## config.mk

```make
export PLATFORM = sky130hd
export DESIGN_NAME = fwd_hazard_unit
export DESIGN_NICKNAME = d
export VERILOG_FILES = /design/src/rtl/fwd_pkg.sv /design/src/rtl/fwd_src_match.sv /design/src/rtl/fwd_hazard_unit.sv
export SDC_FILE = /design/constraint.sdc
export NUM_CORES = 1
export LEC_CHECK = 0
export ABC_AREA = 1
export CELL_PAD_IN_SITES_DETAIL_PLACEMENT = 1
export CELL_PAD_IN_SITES_GLOBAL_PLACEMENT = 2
export CORE_MARGIN = 8
export CORE_UTILIZATION = 25
export CTS_CLUSTER_SIZE = 12
export DETAILED_ROUTE_END_ITERATION = 8
export PLACE_DENSITY_LB_ADDON = 0.1
export SLEW_MARGIN = 10
export SYNTH_ARGS = -nofsm -noshare
export SYNTH_HDL_FRONTEND = slang
export SYNTH_SLANG_ARGS = --single-unit
```

## constraint.sdc

```tcl
create_clock -name clk -period 1.7 [get_ports clk]
set_input_delay 0.17 -clock clk [delete_from_list [all_inputs] [get_ports clk]]
set_output_delay 0.17 -clock clk [all_outputs]
set_load 0.005 [all_outputs]
```

## src/rtl/fwd_pkg.sv

```systemverilog
// Shared types for the forwarding/hazard unit: tag-pipeline entry and select-width helper.
package fwd_pkg;

  localparam int REG_W_MAX    = 8;
  localparam int ZERO_REG_DEF = 31;

  // rd is stored at REG_W_MAX bits, zero-extended from the configured REG_W
  typedef struct packed {
    logic                 v;
    logic [REG_W_MAX-1:0] rd;
    logic                 rw;
    logic                 mr;
  } tag_entry_t;

  function automatic int sel_w(input int stages);
    return (stages < 1) ? 1 : $clog2(stages + 1);
  endfunction

endpackage

```

## src/rtl/fwd_src_match.sv

```systemverilog
// Priority match of one source index against the tag pipeline; youngest producer wins.
// Purely combinational; no flow control.
module fwd_src_match
  import fwd_pkg::*;
#(
  parameter int STAGES   = 2,
  parameter int REG_W    = 5,
  parameter int ZERO_REG = ZERO_REG_DEF,
  parameter int SEL_W    = 2
) (
  input  tag_entry_t [STAGES-1:0] entries_i,
  input  logic [REG_W-1:0]        src_i,
  input  logic                    used_i,
  output logic [SEL_W-1:0]        sel_o,
  output logic                    load_hit_o
);

  // Scan oldest to youngest so the last assignment is the smallest index.
  always_comb begin
    sel_o      = '0;
    load_hit_o = 1'b0;
    for (int i = STAGES - 1; i >= 0; i--) begin
      if (used_i && entries_i[i].v && entries_i[i].rw &&
          (entries_i[i].rd != REG_W_MAX'(ZERO_REG)) &&
          (entries_i[i].rd == REG_W_MAX'(src_i))) begin
        sel_o      = SEL_W'(i + 1);
        load_hit_o = (i == 0) && entries_i[i].mr;
      end
    end
  end

endmodule

```

## src/rtl/fwd_hazard_unit.sv

```systemverilog
// Operand forwarding selects (registered, valid one cycle later in EX) and combinational load-use stall.
// freeze holds all state; a stall or flush injects a bubble into the tag pipeline.
module fwd_hazard_unit
  import fwd_pkg::*;
#(
  parameter  int NUM_SRC  = 3,
  parameter  int STAGES   = 2,
  parameter  int REG_W    = 5,
  parameter  int ZERO_REG = ZERO_REG_DEF,
  parameter  int CNT_W    = 16,
  localparam int SEL_W    = sel_w(STAGES)
) (
  input  logic                     clk,
  input  logic                     reset,
  input  logic                     id_valid,
  input  logic [REG_W-1:0]         id_rd,
  input  logic                     id_regwrite,
  input  logic                     id_memread,
  input  logic [NUM_SRC*REG_W-1:0] id_src,
  input  logic [NUM_SRC-1:0]       id_src_used,
  input  logic                     freeze,
  input  logic                     flush,
  output logic [NUM_SRC*SEL_W-1:0] fwd_sel,
  output logic                     load_stall,
  output logic [CNT_W-1:0]         stall_count
);

  tag_entry_t [STAGES-1:0]    e_q, e_d;
  logic [NUM_SRC*SEL_W-1:0]   fwd_sel_q, fwd_sel_d;
  logic [CNT_W-1:0]           cnt_q, cnt_d;
  logic [NUM_SRC*SEL_W-1:0]   sel_c;
  logic [NUM_SRC-1:0]         hit_c;
  logic                       bubble;

  for (genvar k = 0; k < NUM_SRC; k++) begin : g_src
    fwd_src_match #(
      .STAGES   (STAGES),
      .REG_W    (REG_W),
      .ZERO_REG (ZERO_REG),
      .SEL_W    (SEL_W)
    ) u_match (
      .entries_i  (e_q),
      .src_i      (id_src[k*REG_W +: REG_W]),
      .used_i     (id_src_used[k]),
      .sel_o      (sel_c[k*SEL_W +: SEL_W]),
      .load_hit_o (hit_c[k])
    );
  end

  assign load_stall = id_valid & ~flush & ~freeze & ~reset & (|hit_c);
  assign bubble     = flush | load_stall | ~id_valid;

  always_comb begin
    e_d       = e_q;
    fwd_sel_d = fwd_sel_q;
    cnt_d     = cnt_q;
    if (!freeze) begin
      for (int i = 1; i < STAGES; i++) begin
        e_d[i] = e_q[i-1];
      end
      e_d[0] = '0;
      if (!bubble) begin
        e_d[0].v  = 1'b1;
        e_d[0].rd = REG_W_MAX'(id_rd);
        e_d[0].rw = id_regwrite;
        e_d[0].mr = id_memread;
      end
      fwd_sel_d = bubble ? '0 : sel_c;
      // Saturate rather than wrap so long runs still read as "many stalls".
      if (load_stall && (cnt_q != '1)) begin
        cnt_d = cnt_q + CNT_W'(1);
      end
    end
  end

  always_ff @(posedge clk) begin
    if (reset) begin
      e_q       <= '0;
      fwd_sel_q <= '0;
      cnt_q     <= '0;
    end else begin
      e_q       <= e_d;
      fwd_sel_q <= fwd_sel_d;
      cnt_q     <= cnt_d;
    end
  end

  assign fwd_sel     = fwd_sel_q;
  assign stall_count = cnt_q;

endmodule

```

==> impl_metrics.py <==
metrics = {
    "run_status": {
        "status": "completed",
    },
    "cells_and_area": {
        "multi_input_area_um2": 1535,
        "fillers": 1221,
        "diodes": 0,
        "final_common_cell": "nand2_1",
        "layout_common_cells": "nand2_1 (86), buf_4 (57), clkdlybuf4s50_1 (51), nor2_1 (43), inv_1 (41)",
        "ff_latch_area_um2": 763.2,
        "layout-drive-gt1-share": 0.3053,
        "fin_util": 0.4016,
        "area_growth_pct": 59.39,
        "finalNetCount": 505,
    },
    "yosys": {
        "synthArstFlopShare": 0,
        "muxShareOfSynthArea": 0,
        "ys_ff_latch": 37,
        "synth_fa_ha_area_frac": 0.005200,
        "yosysTopAreaCell": "dfxtp_1",
        "ys_top_cells_by_area": "dfxtp_1 (31%), nand2_1 (14%), nor2_1 (7.8%)",
        "synth_compound_area_frac": 0.1045,
        "ys_warn_count": 0,
        "avgSynthCellArea_um2": 6.702,
        "ys_seq_area_frac": 0.3079,
        "synthSimpleGateAreaFrac": 0.4061,
        "synthXorXnorAreaFrac": 0.06552,
        "synthesis.instances": 359,
        "yosysUniqueCellTypes": 36,
        "synth_top_family_by_area": "simple AND/OR/NAND/NOR gates",
        "synth_top_area_share": 0.3079,
        "syn_area_um2": 2406,
        "synth_nets": 390,
        "synth-main-ff-cell": "dfxtp_1",
        "synth_edf_count": 0,
    },
    "timing": {
        "tightest_slew_ns": 0.2851,
        "fin_skew_ns": 0.01116,
        "fmax_mhz": 592.7,
        "rsz0062_at_grt": "true",
        "fin_crit_sh": 0.9925,
        "tns_ns": 0,
        "setup_violations": 0,
        "hold_viol": 0,
        "period_needed_ns": 1.687,
        "timing.final.ws_setup_ns": 0.01273,
        "whs_ns": 0.4334,
        "slew_viol_final": 0,
        "maxSlewHeadroom": 0.8097,
    },
    "power_and_ir_drop": {
        "switching_share": 0.2630,
        "pwr-share-clk": 0.373,
        "power_frac_seq": 0.465,
        "power_switching_w": 0.0005040,
        "power_density_nw_per_um2": 499.7,
        "power_frac_comb": 0.162,
        "p_int_w": 0.001412,
        "vdd_ir_drop_max_uv": 273.1,
        "power.leakage_nw": 1.608,
    },
    "hold_path": {
        "hp-class": "in2reg",
    },
    "critical_path": {
        "rr_startpoint": "e_q[3]",
        "path_class": "reg2out",
        "cp_num_cells": 9,
        "crit_top_cell": "buf_6",
        "cp_cell_sequence": "buf_6 -> xnor2_2 -> nand2_1 -> nor2_2 -> nand2_2 -> nand3_4 -> nand2_4 -> inv_2 -> buf_6",
        "cpPeakStageDelay_ns": 0.37,
        "timing.critical_path.from": "e_q[3]",
        "reg2regPathDepth": 11,
        "crit-reg2reg-capture": "fwd_sel[3]",
        "worst_setup_path_start_kind": "register",
        "cp-end-kind": "output pin",
        "arrival_ns": 1.52,
        "cpMaxStageDelayCell": "dfxtp_2",
        "path_delay_family": "simple AND/OR/NAND/NOR gates",
        "crit_buf_inv": 3,
        "crit_required_ns": 1.53,
        "crit_path_end": "load_stall",
        "rrSetupSlack_ns": 0.03,
        "worst-path-max-fanout": 3,
    },
    "drt": {
        "drtIter0Drc": 35,
        "vias_per_cell": 4.270,
        "via_count": 2596,
        "drt-total-wl_um": 8259,
        "wire_per_inst_um": 13.58,
        "dr.pass1.iters": 4,
        "route.detailed.drc": 0,
        "antenna_left": 0,
    },
    "grt": {
        "grt_max_degree": 26,
        "antenna_found_initial": 0,
        "grt_pass1_vias": 2811,
        "grt.total_usage": 0.1351,
        "gr-total-overflow": 0,
        "grt_pass1_wl_um": 13880,
    },
    "clock_network": {
        "cts_tree": "built",
        "clkTransAtPathRegs_ns": 0.09,
        "clock-sinks": 37,
        "cts_root_buffer": "clkbuf_8",
        "cts_max_path_buffers": 2,
        "clk_latency_ns": 0.30,
        "cts_max_level": 2,
        "hold_buffers": 0,
        "numCtsBuffers": 5,
    },
    "placed_design": {
        "place.gp.congestion": 0.7653,
        "pre_cts_ws_ns": -0.3780,
        "dp_hpwl_um": 6463,
        "io_buffers": 52,
    },
    "floorplanning": {
        "dieArea_um2": 13020,
        "coreArea_um2": 9549,
        "die_x_um": 114.1,
        "rows": 36,
        "boundaryPins": 53,
        "start_util": 0.2520,
        "die_y_um": 114.1,
    },
    "run": {
        "drv_cap": 0,
    },
}
-- stage by stage --
stage               instance area, um^2  std cells  power [W]
floorplan                          2406        359   0.001039
global placement                   3473        591   0.001207
detailed placement                 3473        591   0.001208
CTS                                3726        607   0.001956
global route                       3835        608   0.002023
finish                             3835        608   0.001916
-- worst reg2reg max path, cell delays in order, from the launching register on --
cell     delay [ns]
dfxtp_2        0.37
buf_6          0.11
xnor2_2        0.09
nand2_1        0.10
buf_4          0.14
buf_4          0.12
buf_4          0.12
nor3_1         0.18
buf_4          0.14
nor3_1         0.04
nand3_1        0.07
a21oi_1        0.06
-- how the worst min path moves through the flow --
stage               cells past startpoint  startpoint    endpoint  slack [ns]
global placement                        2  fwd_sel[1]  fwd_sel[1]        0.45
floorplan                               2  id_memread      e_q[0]        0.31
CTS                                     3    id_rd[4]      e_q[6]        0.43
detailed placement                      2  fwd_sel[5]  fwd_sel[5]        0.46
finish                                  3    id_rd[1]      e_q[3]        0.43
global route                            3    id_rd[1]      e_q[3]        0.42
-- power groups by stage --
stage                     Clock, W  Sequential [W]  Combinational (W)
after detailed placement         0        0.000917           0.000291
after global placement           0        0.000917           0.000289
after CTS                 0.000749        0.000895           0.000311
final                     0.000714        0.000891           0.000311
after global routing      0.000788        0.000894           0.000342
after floorplan                  0        0.000910           0.000129
-- area by class of cell --
| cell class | count | share of cell area |
|---|---|---|
| Timing Repair Buffer | 120 | 0.2822 |
| Clock inverter | 1 | 0.001305 |
| Inverter | 49 | 0.04861 |
| Clock buffer | 7 | 0.02512 |
| Tap cell | 133 | 0.04339 |
| Multi-Input combinational cell | 261 | 0.4003 |
| Sequential cell | 37 | 0.1990 |
-- routing by layer --
layer	part of all wire	up-vias	wire, um	global-route usage
li1	-	1368	-	-
met1	0.43	1191	3560	0.1484
met2	0.52	32	4265	0.2504
met3	0.043	5	352	0.03692
met4	0.0098	0	81	0.03194
met5	0	-	0	0
-- logic make-up (layout without fill, tap and decap cells) --
group           Yosys count  in the layout
compound gates           42             42
buf+inv                  62            177
fa+ha+maj                 1              1
xor+xnor                 18             18
flops                    37             37
simple gates            199            200
-- what timing repair did --
action	in CTS	in global routing
setup buffers	7	1
gates cloned	1	0
pin swaps	18	12
setup endpoints to repair	26	31
resized for setup	32	32
-- flip-flops by register name (all words and copies together) (netlist names) --
signal	count
stall_count	16
e_q	15
fwd_sel	6
-- cells in the mapped netlist (3+ instances only) --
cell type	instances
nor3_1	6
nor2_1	50
o21ai_1	5
dfxtp_1	37
xnor2_1	14
a21oi_2	8
nand4_1	12
nand3_2	9
inv_2	3
nand2_1	91
xor2_1	4
o21bai_1	3
buf_2	5
clkbuf_1	4
o21ai_0	11
a21oi_1	13
inv_1	46
nand3_1	16
Power figures use the tool's default switching activity.
